[config.mk]
export PLATFORM = sky130hd
export DESIGN_NAME = pmic_sampler
export DESIGN_NICKNAME = d
export VERILOG_FILES = /design/src/rtl/pmic_sampler.sv
export SDC_FILE = /design/constraint.sdc
export NUM_CORES = 1
export LEC_CHECK = 0
export CORE_MARGIN = 2
export CORE_UTILIZATION = 45
export CTS_CLUSTER_SIZE = 30
export DETAILED_ROUTE_END_ITERATION = 12
export GPL_TIMING_DRIVEN = 0
export HOLD_SLACK_MARGIN = 0.12
export PLACE_DENSITY = 0.66
export SLEW_MARGIN = 10
export SYNTH_ARGS = -nofsm -noshare
export SYNTH_HDL_FRONTEND = slang
export SYNTH_SLANG_ARGS = --single-unit
[constraint.sdc]
create_clock -name i_clk -period 2.73 [get_ports i_clk]
set_clock_uncertainty 0.2 [all_clocks]
set_input_delay 0.4095 -clock i_clk [delete_from_list [all_inputs] [get_ports i_clk]]
set_output_delay 0.4095 -clock i_clk [all_outputs]
set_load 0.01 [all_outputs]
[src/rtl/pmic_sampler.sv]
// pmic_sampler: period-triggered SPI capture of 16-bit ADC frames into one-cycle sample strobes
module pmic_sampler #(
  parameter int CKPCK = 2,
  parameter int QUIET = 4,
  parameter int BW = 12
) (
  input  logic          i_clk,
  input  logic          i_rst,
  input  logic          i_en,
  input  logic [15:0]   i_period,
  input  logic          i_clr,
  output logic          o_csn,
  output logic          o_sck,
  input  logic          i_miso,
  output logic          o_valid,
  output logic [BW-1:0] o_data,
  output logic          o_zerr,
  output logic          o_late
);
  typedef enum logic [1:0] {S_IDLE, S_SETUP, S_SHIFT, S_QUIET} state_t;
  state_t state, state_n;
  logic [15:0] cnt;
  logic        run;
  logic [7:0]  dcnt;
  logic [4:0]  half;
  logic [15:0] qcnt;
  logic [15:0] sreg;
  logic        trig, tick, done;
  assign trig = i_en && run && cnt == '0;
  assign tick = dcnt == '0;
  // state register
  always_ff @(posedge i_clk or posedge i_rst) begin
    if (i_rst) state <= S_IDLE;
    else state <= state_n;
  end
  // next state; done marks the edge that ends the 16th high phase
  always_comb begin
    state_n = state;
    done = 1'b0;
    unique case (state)
      S_IDLE:  state_n = trig ? S_SETUP : S_IDLE;
      S_SETUP: state_n = tick ? S_SHIFT : S_SETUP;
      S_SHIFT: begin
        done = tick && o_sck && half == 5'd31;
        state_n = done ? S_QUIET : S_SHIFT;
      end
      S_QUIET: state_n = qcnt == '0 ? S_IDLE : S_QUIET;
      default: state_n = S_IDLE;
    endcase
  end
  // period counter, SCK divider, bit sequencing, capture and sticky flags
  always_ff @(posedge i_clk or posedge i_rst) begin
    if (i_rst) begin
      cnt <= '0;
      run <= 1'b0;
      dcnt <= '0;
      half <= '0;
      qcnt <= '0;
      sreg <= '0;
      o_csn <= 1'b1;
      o_sck <= 1'b1;
      o_valid <= 1'b0;
      o_data <= '0;
      o_zerr <= 1'b0;
      o_late <= 1'b0;
    end else begin
      run <= 1'b1;
      cnt <= (!i_en || !run || cnt == '0) ? i_period : cnt - 16'd1;
      dcnt <= (state != state_n || tick) ? 8'(CKPCK - 1) : dcnt - 8'd1;
      half <= state == S_SETUP ? 5'd0 : (state == S_SHIFT && tick) ? half + 5'd1 : half;
      qcnt <= done ? 16'(QUIET - 1) : state == S_QUIET ? qcnt - 16'd1 : qcnt;
      sreg <= (state == S_SHIFT && tick && !o_sck) ? {sreg[14:0], i_miso} : sreg;
      o_csn <= (state == S_IDLE && trig) ? 1'b0 : done ? 1'b1 : o_csn;
      o_sck <= (tick && (state == S_SETUP || (state == S_SHIFT && !done))) ? ~o_sck : o_sck;
      o_valid <= done;
      o_data <= done ? sreg[BW-1:0] : o_data;
      o_zerr <= (done && |sreg[15:BW]) || (o_zerr && !i_clr);
      o_late <= (trig && state != S_IDLE) || (o_late && !i_clr);
    end
  end
endmodule
==> reports/qor.log <==
[yosys] proportion of synthesized chip area in sequential cells 54.4%
[clock_tree] H-tree levels 3
[yosys] number of synthesis warnings 0
[global_route] Remaining Overflow, GRT 0
[sta] crit share post-route 94.6%
[drt] post-detailed-route DRC marker count 0
[clock_tree] clock transition at the registers of the reported paths 90 ps
[sta] remaining max-slew budget at the tightest pin 62.0%
[drt] top layer in use met4
[drt] routed length on met2 3380 um
[drt] routed wirelength normalized by instance count 13.6 um
[worst_setup_path] type of element capturing the critical path register
[drt] vias after detailed routing 2669
[sta] setup_tns 0 ps
[sta] maximum clock frequency 0.387 GHz
[clock_tree] maximum count of clock buffers along a single path 2
[finish] Core Util, Final 55.8%
[worst_setup_path] crit start category register
[min_path] worst min-delay path class in -> async
[yosys] Synth Register Bits 81
[finish] antenna diode count 0
[sta] count of final max-slew check failures 0
[yosys] Syn Area/Cell 10.4 sq um
[global_route] largest net degree at the start of global routing 47
[drt] drt total wl 7090 um
[sta] number of failing setup endpoints in the final timing report 0
[yosys] Syn Std Cell Area 3730 sq um
[floorplan] die extent in x 95.1 um
[drt] violation count after the first detailed-route iteration 93
[global_route] number of antenna violations at the first check in global routing 0
[drt] Post-Route M1 WL 3410 um
[drt] Met3 Routed Length 186 um
[finish] final non-filler cell area 4540 sq um
[global_route] wire length of the first global-routing pass 12100 um
[worst_setup_path] biggest fanout along the worst timing path 10
[power] static leakage 2.12 nW
[floorplan] initial cell density of the core 45.9%
[yosys] primary flip-flop cell chosen by synthesis mapping dfrtp_1
[finish] P&R area growth vs syn 21.7%
[drt] post-route ant nets 0
[clock_tree] CTS root buffer clkbuf_8
[place] estimated wirelength of the detail-placed design 4950 um
[worst_setup_path] Critical Path RT 2770 ps
[yosys] number of distinct standard cells referenced by the synthesized netlist 50
[drt] number of detailed-routing iterations run before antenna repair 5
[place] last weighted congestion value of the routability-driven placer 0.789
[clock_tree] clock sink count 81
[yosys] number of enable-type register cells in the synthesized netlist 0
[power] overall power of the completed layout 2.31 mW
[worst_setup_path] crit path DAT 2620 ps
[worst_setup_path] category of the critical setup timing path reg -> reg
[floorplan] number of I/O pins 38
[yosys] net count after synthesis 386
[yosys] number of instances in the synthesized netlist 358
[floorplan] number of cell rows 33
[sta] endpoints failing hold 0
[clock_tree] TritonCTS clock tree built
[place] Cells after DPL 501
[global_route] via count of the first global-routing pass 2655
[place] count of buffers inserted at the top-level ports 37
[power] Power Density 509 nW/um^2
[yosys] share of flip-flops with an asynchronous set or reset after synthesis 100%
[floorplan] die span in y 95.1 um
[floorplan] standard cell core area 8130 sq um
[global_route] All-Layer GR Usage 17.4%
[sta] Tmin final 2580 ps
[clock_tree] number of buffers added by the clock tree synthesis step 9
[finish] proportion of layout cells with a drive suffix above 1 16.1%
[power] VDD IR max 0.299 mV
[finish] non-filler instance count after layout 521
[floorplan] Die ar. 9040 sq um
[sta] actual slew at the worst max-slew pin 565 ps
[finish] top library cells by usage in the layout, fill and taps aside dfrtp_1 (79), nand2_1 (69), clkdlybuf4s50_1 (37), o21ai_0 (33), nand3_1 (20)
[outcome] result of the run completed
[clock_tree] worst-skew pair later-pin latency 350 ps
[finish] net count of the finished layout 439
[flow_run] Max Cap Viol 0
[finish] most common cell after layout, fill and taps aside dfrtp_1
[place] placement-stage cell area 4260 sq um
[drt] per-cell via count in the routed design 5.12
-- path summary, 6_finish.rpt --
path                                        start                   to  slack [ps]  cells past startpoint
worst max-delay path            dcnt[2]$_DFF_PP0_  sreg[0]$_DFFE_PP0P_         150                      8
worst min-delay path                        i_rst     cnt[3]$_DFF_PP0_         240                      2
worst max register to register  dcnt[2]$_DFF_PP0_  sreg[0]$_DFFE_PP0P_         150                      8
worst min register to register  o_csn$_DFFE_PP1P_    o_csn$_DFFE_PP1P_         260                      2
max in group asynchronous                   i_rst    o_csn$_DFFE_PP1P_        1440                      3
min in group i_clk              o_csn$_DFFE_PP1P_    o_csn$_DFFE_PP1P_         260                      2
-- cells in the mapped netlist, drive strengths merged, types with 4 or more instances --
cell type  number  area [sq um]
ha              7          87.6
or4             7          67.6
nor4            6          52.6
xor2            8          70.1
nand2          69           259
nor2           17          71.3
buf             8          53.8
mux2           16           180
or2             4          25.0
o21ai          33           165
o211ai          5          51.3
clkbuf          5          18.8
dfrtp          79          1980
nand3          20           100
nand2b          4          25.0
xnor2          12           105
inv            11          41.3
or3            11          80.1
nor3            6          40.0
-- registers in the layout, summed over array words and instances, names as in the netlist, 2 cells and up --
register / cells
dcnt: 8
cnt: 16
o_data: 12
sreg: 16
half: 5
state: 2
qcnt: 16
-- routing by layer --
layer  track usage (%)  vias up
met1              22.5     1299
met3              4.19        7
met5                 0        -
met4              6.76        0
li1                  -     1335
met2              28.2       28
-- through the flow --
| step | hold slack (ps) | setup slack, ps |
|---|---|---|
| 3_3_place_gp | 249 | -1290 |
| 2_1_floorplan | 237 | 43.7 |
| 6_report | 240 | 149 |
| 5_1_grt | 279 | -4.94 |
| 3_5_place_dp | 250 | -49.3 |
| 4_1_cts | 253 | 1.76 |
-- worst max-delay path, cell delays in order, from the launching register on --
cell      delay [ps]
dfrtp_1          430
or4_1            540
buf_2            190
nor3_4           190
nand2b_1          70
buf_2            170
nor2_4           160
buf_6            160
mux2_2           340
-- layout make-up --
| cell class | count | area, sq um |
|---|---|---|
| repair buffers | 42 | 428 |
| well taps | 105 | 131 |
| flip-flops and latches | 81 | 2030 |
| multi-input cells | 253 | 1610 |
| clock buffers | 11 | 151 |
| clock inverters | 5 | 63.8 |
| fillers | 710 | 3590 |
| plain buffers | 13 | 82.6 |
| inverters | 11 | 43.8 |
-- logic make-up after synthesis --
kind of cell    synth area share (%)
compound gates                  7.71
xor+xnor                        4.69
fa+ha+maj                       2.35
buf+inv                         3.05
flops                           54.4
mux                             5.63
other cells                    0.101
simple gates                    22.1
-- power breakdown --
group	internal (mW)	total [mW]	switching [mW]	leakage, nW
sequential	1.23	1.26	0.0293	1.04
clock	0.477	0.927	0.449	0.106
combinational	0.0648	0.128	0.0633	0.971
total	1.77	2.31	0.542	2.12
-- timing repair --
| action | 4_1_cts | 5_1_grt |
|---|---|---|
| hold endpoints to repair | 0 | 0 |
| gates resized for setup | 1 | 7 |
| pin swaps | 2 | 3 |
| hold buffers | 0 | 0 |
| setup buffers | 1 | 3 |
| setup endpoints to repair | 17 | 48 |
(Power assumes the default switching activity.)
